$ cat config.mk
export PLATFORM = sky130hd
export DESIGN_NAME = overlay_compositor
export DESIGN_NICKNAME = d
export VERILOG_FILES = /design/src/rtl/overlay_pkg.sv /design/src/rtl/overlay_history.sv /design/src/rtl/overlay_compositor.sv
export SDC_FILE = /design/constraint.sdc
export NUM_CORES = 1
export LEC_CHECK = 0
export ABC_AREA = 1
export CORE_MARGIN = 10
export CORE_UTILIZATION = 45
export CTS_CLUSTER_DIAMETER = 200
export DETAILED_ROUTE_END_ITERATION = 10
export HOLD_SLACK_MARGIN = 0.15
export PLACE_DENSITY = 0.87
export SYNTH_ARGS = -nofsm -noshare
export SYNTH_HDL_FRONTEND = slang
export SYNTH_SLANG_ARGS = --single-unit
$ cat constraint.sdc
create_clock -name clk -period 1.7 [get_ports clk]
set_clock_uncertainty 0.2 [all_clocks]
set_input_delay 0.34 -clock clk [delete_from_list [all_inputs] [get_ports clk]]
set_output_delay 0.34 -clock clk [all_outputs]
set_load 0.02 [all_outputs]
$ cat src/rtl/overlay_pkg.sv
// Shared types and helpers for the video overlay compositor.
// Class codes, RGB444 pixel struct and detector encoding.
package overlay_pkg;

   typedef enum logic [2:0] {
      CLS_NONE  = 3'd0,
      CLS_RED   = 3'd1,
      CLS_GREEN = 3'd2,
      CLS_BLUE  = 3'd3,
      CLS_WHITE = 3'd4
   } color_class_t;

   typedef struct packed {
      logic [3:0] r;
      logic [3:0] g;
      logic [3:0] b;
   } rgb444_t;

   localparam logic [1:0] DET_NONE  = 2'd0;
   localparam logic [1:0] DET_RED   = 2'd1;
   localparam logic [1:0] DET_GREEN = 2'd2;
   localparam logic [1:0] DET_BLUE  = 2'd3;

   localparam rgb444_t RGB_YELLOW = '{4'hF, 4'hF, 4'h0};

   function automatic rgb444_t class_to_rgb(input color_class_t c);
      rgb444_t v;
      case (c)
         CLS_RED:   v = '{4'hF, 4'h0, 4'h0};
         CLS_GREEN: v = '{4'h0, 4'hF, 4'h0};
         CLS_BLUE:  v = '{4'h0, 4'h0, 4'hF};
         CLS_WHITE: v = '{4'hF, 4'hF, 4'hF};
         default:   v = '{4'h4, 4'h4, 4'h4};
      endcase
      return v;
   endfunction

endpackage

$ cat src/rtl/overlay_history.sv
// Frame-synchronous colour history and border blink counter.
// State only changes on frame_start, so the overlay never tears.
module overlay_history
   import overlay_pkg::*;
#(
   parameter int HIST_DEPTH   = 4,
   parameter int BLINK_FRAMES = 8
) (
   input  logic         clk,
   input  logic         reset,
   input  logic         frame_start,
   input  logic [1:0]   dominant_color,
   input  logic         white_detected,
   output color_class_t hist [HIST_DEPTH],
   output logic         blink_on
);

   localparam int CWR = $clog2(BLINK_FRAMES + 1);
   localparam int CW  = (CWR < 2) ? 2 : CWR;

   logic [CW-1:0] blink_cnt;
   color_class_t  code;
   logic          changed;
   logic          is_rgb;

   always_comb begin
      code = CLS_NONE;
      if (white_detected) code = CLS_WHITE;
      else code = color_class_t'({1'b0, dominant_color});
      changed = (code != hist[0]);
      is_rgb  = (code == CLS_RED) || (code == CLS_GREEN)
             || (code == CLS_BLUE);
   end

   always_ff @(posedge clk) begin
      if (reset) begin
         for (int i = 0; i < HIST_DEPTH; i++) hist[i] <= CLS_NONE;
         blink_cnt <= '0;
      end else if (frame_start) begin
         if (changed) begin
            hist[0] <= code;
            for (int i = 1; i < HIST_DEPTH; i++) hist[i] <= hist[i-1];
         end
         // only a fresh colour result restarts the blink
         if (changed && is_rgb) blink_cnt <= CW'(BLINK_FRAMES);
         else if (blink_cnt != '0) blink_cnt <= blink_cnt - 1'b1;
      end
   end

   assign blink_on = (blink_cnt != '0) && blink_cnt[1];

endmodule

$ cat src/rtl/overlay_compositor.sv
// Two-stage overlay pipeline: ROI border and history swatches
// composited over the frame-buffer pixel stream.
module overlay_compositor
   import overlay_pkg::*;
#(
   parameter int SCALE_SHIFT   = 1,
   parameter int ROI_X_START   = 100,
   parameter int ROI_X_END     = 220,
   parameter int ROI_Y_START   = 60,
   parameter int ROI_Y_END     = 180,
   parameter int BOX_THICKNESS = 2,
   parameter int HIST_DEPTH    = 4,
   parameter int IND_X         = 10,
   parameter int IND_Y         = 10,
   parameter int SWATCH_SIZE   = 30,
   parameter int SWATCH_GAP    = 4,
   parameter int BLINK_FRAMES  = 8
) (
   input  logic       clk,
   input  logic       reset,
   input  logic [9:0] x_coord,
   input  logic [9:0] y_coord,
   input  logic       display_enable,
   input  logic       frame_start,
   input  logic [3:0] pixel_r_in,
   input  logic [3:0] pixel_g_in,
   input  logic [3:0] pixel_b_in,
   input  logic [1:0] dominant_color,
   input  logic       white_detected,
   output logic [3:0] pixel_r_out,
   output logic [3:0] pixel_g_out,
   output logic [3:0] pixel_b_out,
   output logic       de_out
);

   localparam int IW = (HIST_DEPTH > 1) ? $clog2(HIST_DEPTH) : 1;
   localparam int PITCH = SWATCH_SIZE + SWATCH_GAP;
   localparam int LAST_SW_END = IND_X + (HIST_DEPTH - 1) * PITCH + SWATCH_SIZE;

   localparam logic [10:0] RX0 = 11'(ROI_X_START << SCALE_SHIFT);
   localparam logic [10:0] RX1 = 11'(ROI_X_END << SCALE_SHIFT);
   localparam logic [10:0] RY0 = 11'(ROI_Y_START << SCALE_SHIFT);
   localparam logic [10:0] RY1 = 11'(ROI_Y_END << SCALE_SHIFT);
   localparam logic [10:0] TH  = 11'(BOX_THICKNESS << SCALE_SHIFT);
   localparam logic [10:0] BX0 = RX0 + TH;
   localparam logic [10:0] BX1 = RX1 - TH;
   localparam logic [10:0] BY0 = RY0 + TH;
   localparam logic [10:0] BY1 = RY1 - TH;
   localparam logic [10:0] SY0 = 11'(IND_Y);
   localparam logic [10:0] SY1 = 11'(IND_Y + SWATCH_SIZE);

   if ((ROI_X_END << SCALE_SHIFT) > 640 || (ROI_Y_END << SCALE_SHIFT) > 480)
   begin : g_bad_roi
      $error("overlay_compositor: scaled ROI exceeds 640x480");
   end
   if (LAST_SW_END > 640 || IND_Y + SWATCH_SIZE > 480) begin : g_bad_sw
      $error("overlay_compositor: swatch row exceeds 640x480");
   end

   color_class_t hist [HIST_DEPTH];
   logic         blink_on;

   overlay_history #(
      .HIST_DEPTH   (HIST_DEPTH),
      .BLINK_FRAMES (BLINK_FRAMES)
   ) u_hist (
      .clk            (clk),
      .reset          (reset),
      .frame_start    (frame_start),
      .dominant_color (dominant_color),
      .white_detected (white_detected),
      .hist           (hist),
      .blink_on       (blink_on)
   );

   logic [HIST_DEPTH-1:0] sw_vec;
   logic                  y_in_sw;

   assign y_in_sw = (y_coord >= SY0[9:0]) && (y_coord < SY1[9:0]);

   for (genvar i = 0; i < HIST_DEPTH; i++) begin : g_sw
      localparam logic [10:0] SX0 = 11'(IND_X + i * PITCH);
      localparam logic [10:0] SX1 = 11'(IND_X + i * PITCH + SWATCH_SIZE);
      assign sw_vec[i] = y_in_sw && (x_coord >= SX0[9:0])
                      && (x_coord < SX1[9:0]);
   end

   logic          sw_hit;
   logic [IW-1:0] sw_idx;
   logic          in_roi;
   logic          bd_hit;
   rgb444_t       ov_color;

   always_comb begin
      sw_idx = '0;
      for (int i = HIST_DEPTH - 1; i >= 0; i--)
         if (sw_vec[i]) sw_idx = IW'(i);
      sw_hit = |sw_vec;
      in_roi = (x_coord >= RX0[9:0]) && (x_coord < RX1[9:0])
            && (y_coord >= RY0[9:0]) && (y_coord < RY1[9:0]);
      bd_hit = in_roi && ((x_coord < BX0[9:0]) || (x_coord >= BX1[9:0])
            || (y_coord < BY0[9:0]) || (y_coord >= BY1[9:0]));
      if (sw_hit) ov_color = class_to_rgb(hist[sw_idx]);
      else if (blink_on) ov_color = class_to_rgb(hist[0]);
      else ov_color = RGB_YELLOW;
   end

   logic    s1_sw;
   logic    s1_bd;
   logic    s1_de;
   rgb444_t s1_ov;
   rgb444_t s1_pix;
   rgb444_t s2_pix;

   always_ff @(posedge clk) begin
      if (reset) begin
         s1_sw  <= 1'b0;
         s1_bd  <= 1'b0;
         s1_de  <= 1'b0;
         s1_ov  <= '0;
         s1_pix <= '0;
         s2_pix <= '0;
         de_out <= 1'b0;
      end else begin
         s1_sw  <= sw_hit;
         s1_bd  <= bd_hit;
         s1_de  <= display_enable;
         s1_ov  <= ov_color;
         s1_pix <= '{pixel_r_in, pixel_g_in, pixel_b_in};
         de_out <= s1_de;
         if (!s1_de) s2_pix <= '0;
         else if (s1_sw || s1_bd) s2_pix <= s1_ov;
         else s2_pix <= s1_pix;
      end
   end

   assign pixel_r_out = s2_pix.r;
   assign pixel_g_out = s2_pix.g;
   assign pixel_b_out = s2_pix.b;

endmodule

==> flow_metrics.tcl <==
set metrics [dict create \
    ys_ff_latch 50 \
    grt_overflow_total 0 \
    r2r_start "u_hist.blink_cnt[1]" \
    clock-sinks 50 \
    place.gp.congestion 0.912 \
    avgRoutedWirePerCell_um 16.8 \
    worst_slack_ns -0.276 \
    io_pins 52 \
    rsz0062_at_grt "yes" \
    cp-start-kind "input pin" \
    cts_max_level 2 \
    place_area_mm2 0.00325 \
    dr.pass1.iters 5 \
    via_per_inst 5.54 \
    synth_edf_count 0 \
    rr_endpoint "s1_ov[9]" \
    ys_types 33 \
    p_per_area_mw_per_mm2 764 \
    cts_max_path_buffers 2 \
    fillers 329 \
    critPathLaunch "y_coord[4]" \
    synth.area.top_cells "dfxtp_1, nand2_1, nand3_1" \
    root_buffer "clkbuf_8" \
    layout_min_cycle_time_ns 1.98 \
    cts_tree "yes" \
    dieHeight_um 92.4 \
    antenna_found_initial 0 \
    ys.flop_type "dfxtp_1" \
    drv_cap 0 \
    avgSynthCellArea_um2 6.93 \
    nets 490 \
    layout_worst_path_cycle_share_pct 116 \
    tns_ns -1.58 \
    core.rowCount 26 \
    n_antenna_cell 0 \
    grt_pass1_vias 2702 \
    crit_path_max_fanout 8 \
    syn_area_mm2 0.00236 \
    path_class "input pin to register" \
    drt_iter0_drc 288 \
    vias 2882 \
    hold_buffers 0 \
    clk_pin_slew_ns 0.10 \
    synth-async-reset-ratio_pct 0 \
    p_leak_nw 1.83 \
    synth_top_cell_by_area "dfxtp_1" \
    synthesis.nets 381 \
    failed_checks "negative setup slack" \
    critPathArrivalTime_ns 1.99 \
    drv_slew 0 \
    hold_path_class "input pin to register" \
    yosysMostFrequentCell "nand2_1" \
    report.power.total_w 0.00297 \
    numCtsBuffers 5 \
    r2r_slack_ns -0.22 \
    drc 0 \
    yosys.area.top_type_share_pct 42.5 \
    outcome "finished, violations left" \
    dieArea_mm2 0.00853 \
    clock_latency_ns 0.32 \
    reg2reg_depth 9 \
    grt_max_degree 18 \
    grt_usage_pct 17.2 \
    drive_gt1_share_pct 38.7 \
    ant_nets 0 \
    hpwl_um 4780 \
    synth_commonest_cells "nand2_1, dfxtp_1, nor2_1" \
    crit_end "s1_ov[5]" \
    grt_pass1_wl_um 12400 \
    holdWs_ns 0.206 \
    initial_core_util_pct 46.2 \
    slew_headroom_pct 76.9 \
    seq_area_frac_synth_pct 42.5 \
    peakVddDrop_uv 505 \
    postLayoutCellArea_mm2 0.00388 \
    final-hold-violation-count 0 \
    areaGrowthSynthToFinish_pct 64.6 \
    crit_required_ns 1.72 \
    yosys_warnings 0 \
    endpoint_kind "register" \
    tightest_slew_ns 0.337 \
    max_freq_mhz 506 \
    die_w_um 92.4 \
    io_buffers 49 \
    core_area_mm2 0.00511 \
    wl_um 8730 \
    syn_inst 340 \
    setup_viol_count_final 12 \
]
## metrics by stage
stage          worst slack [ns]  std cells  util [%]
6_report                 -0.276        520      76.0
5_1_grt                  -0.328        520      76.0
4_1_cts                 -0.0150        513      70.8
3_5_place_dp             -0.884        488      63.6
3_3_place_gp             -0.797        488      63.6
2_1_floorplan            -0.146        340         -
## worst min path at each step
stage	endpoint	from	slack [ns]	depth (start not counted)
5_1_grt	s1_bd	y_coord[9]	0.22	5
3_5_place_dp	pixel_g_out[3]	s1_pix[7]	0.23	2
6_report	s1_bd	y_coord[9]	0.21	5
4_1_cts	s1_bd	y_coord[9]	0.21	5
2_1_floorplan	pixel_b_out[2]	s1_pix[2]	0.23	2
3_3_place_gp	pixel_b_out[0]	s1_pix[0]	0.23	2
## metal layers
metal	routed length, um	track usage [%]	vias to the layer above
met5	0	0	-
met4	491	6.68	0
met2	4460	31.3	168
li1	-	-	1319
met1	3150	18.8	1340
met3	620	4.04	55
## power by group
part           internal (W)  switching, W  total, W
combinational      0.000356      0.000421  0.000777
sequential          0.00125     0.0000564   0.00131
clock              0.000449      0.000431  0.000880
## critical path: stages
cell	delay (ns)
buf_8	0.10
nor2_4	0.12
nor2_4	0.05
nor2_2	0.11
nand2_2	0.12
nor2_4	0.19
nand2_4	0.13
nand2_8	0.15
nand2_4	0.07
nand3_4	0.12
nand2_8	0.08
nand3_2	0.11
nand3_2	0.08
o21ai_1	0.11
inv_1	0.07
## sequential cells by signal (all words and copies together) (netlist names)
name and flops:
s1_pix 12, u_hist.hist 12, s1_ov 6, pixel_b_out 4
pixel_g_out 4, pixel_r_out 4, u_hist.blink_cnt 4, de_out 1
s1_bd 1, s1_de 1, s1_sw 1
## kinds of logic after synthesis
logic type               count (synthesis)  synth area share, %
adder cells (fa/ha/maj)                  2                 1.06
flip-flops                              50                 42.5
XOR/XNOR                                 1                0.372
buffers and inverters                   56                 9.29
AND/OR/NAND/NOR                        170                 32.4
AO/OA/AOI/OAI                           61                 14.4
## cells in the final DEF (no fill, tap or decap), types with 10 or more instances in the layout
cell and n:
clkdlybuf4s50_1 15, o21ai_0 10, inv_1 39, nor2_4 12
dfxtp_1 48, dlygate4sd2_1 15, nand2_1 43, buf_6 12
a21oi_1 25, nand3_1 18, nand2_4 12, buf_4 50
nand2_2 17, nor2_1 32, nand3_2 13
## layout make-up
class | count | area [um2] | share of cell area (%)
Multi-Input combinational cell | 236 | 1560 | 40.2
Sequential cell | 50 | 1000 | 25.9
Timing Repair Buffer | 107 | 925 | 23.8
Inverter | 49 | 189 | 4.87
Tap cell | 70 | 87.6 | 2.26
Clock buffer | 5 | 68.8 | 1.77
Clock inverter | 3 | 47.5 | 1.23
## timing repair
action | in CTS | in global routing
gates resized for setup | 149 | 49
gates cloned | 2 | 0
buffers inserted | 16 | 7
setup endpoints to repair | 29 | 23
pin swaps | 47 | 34
Power figures use the tool's default switching activity.
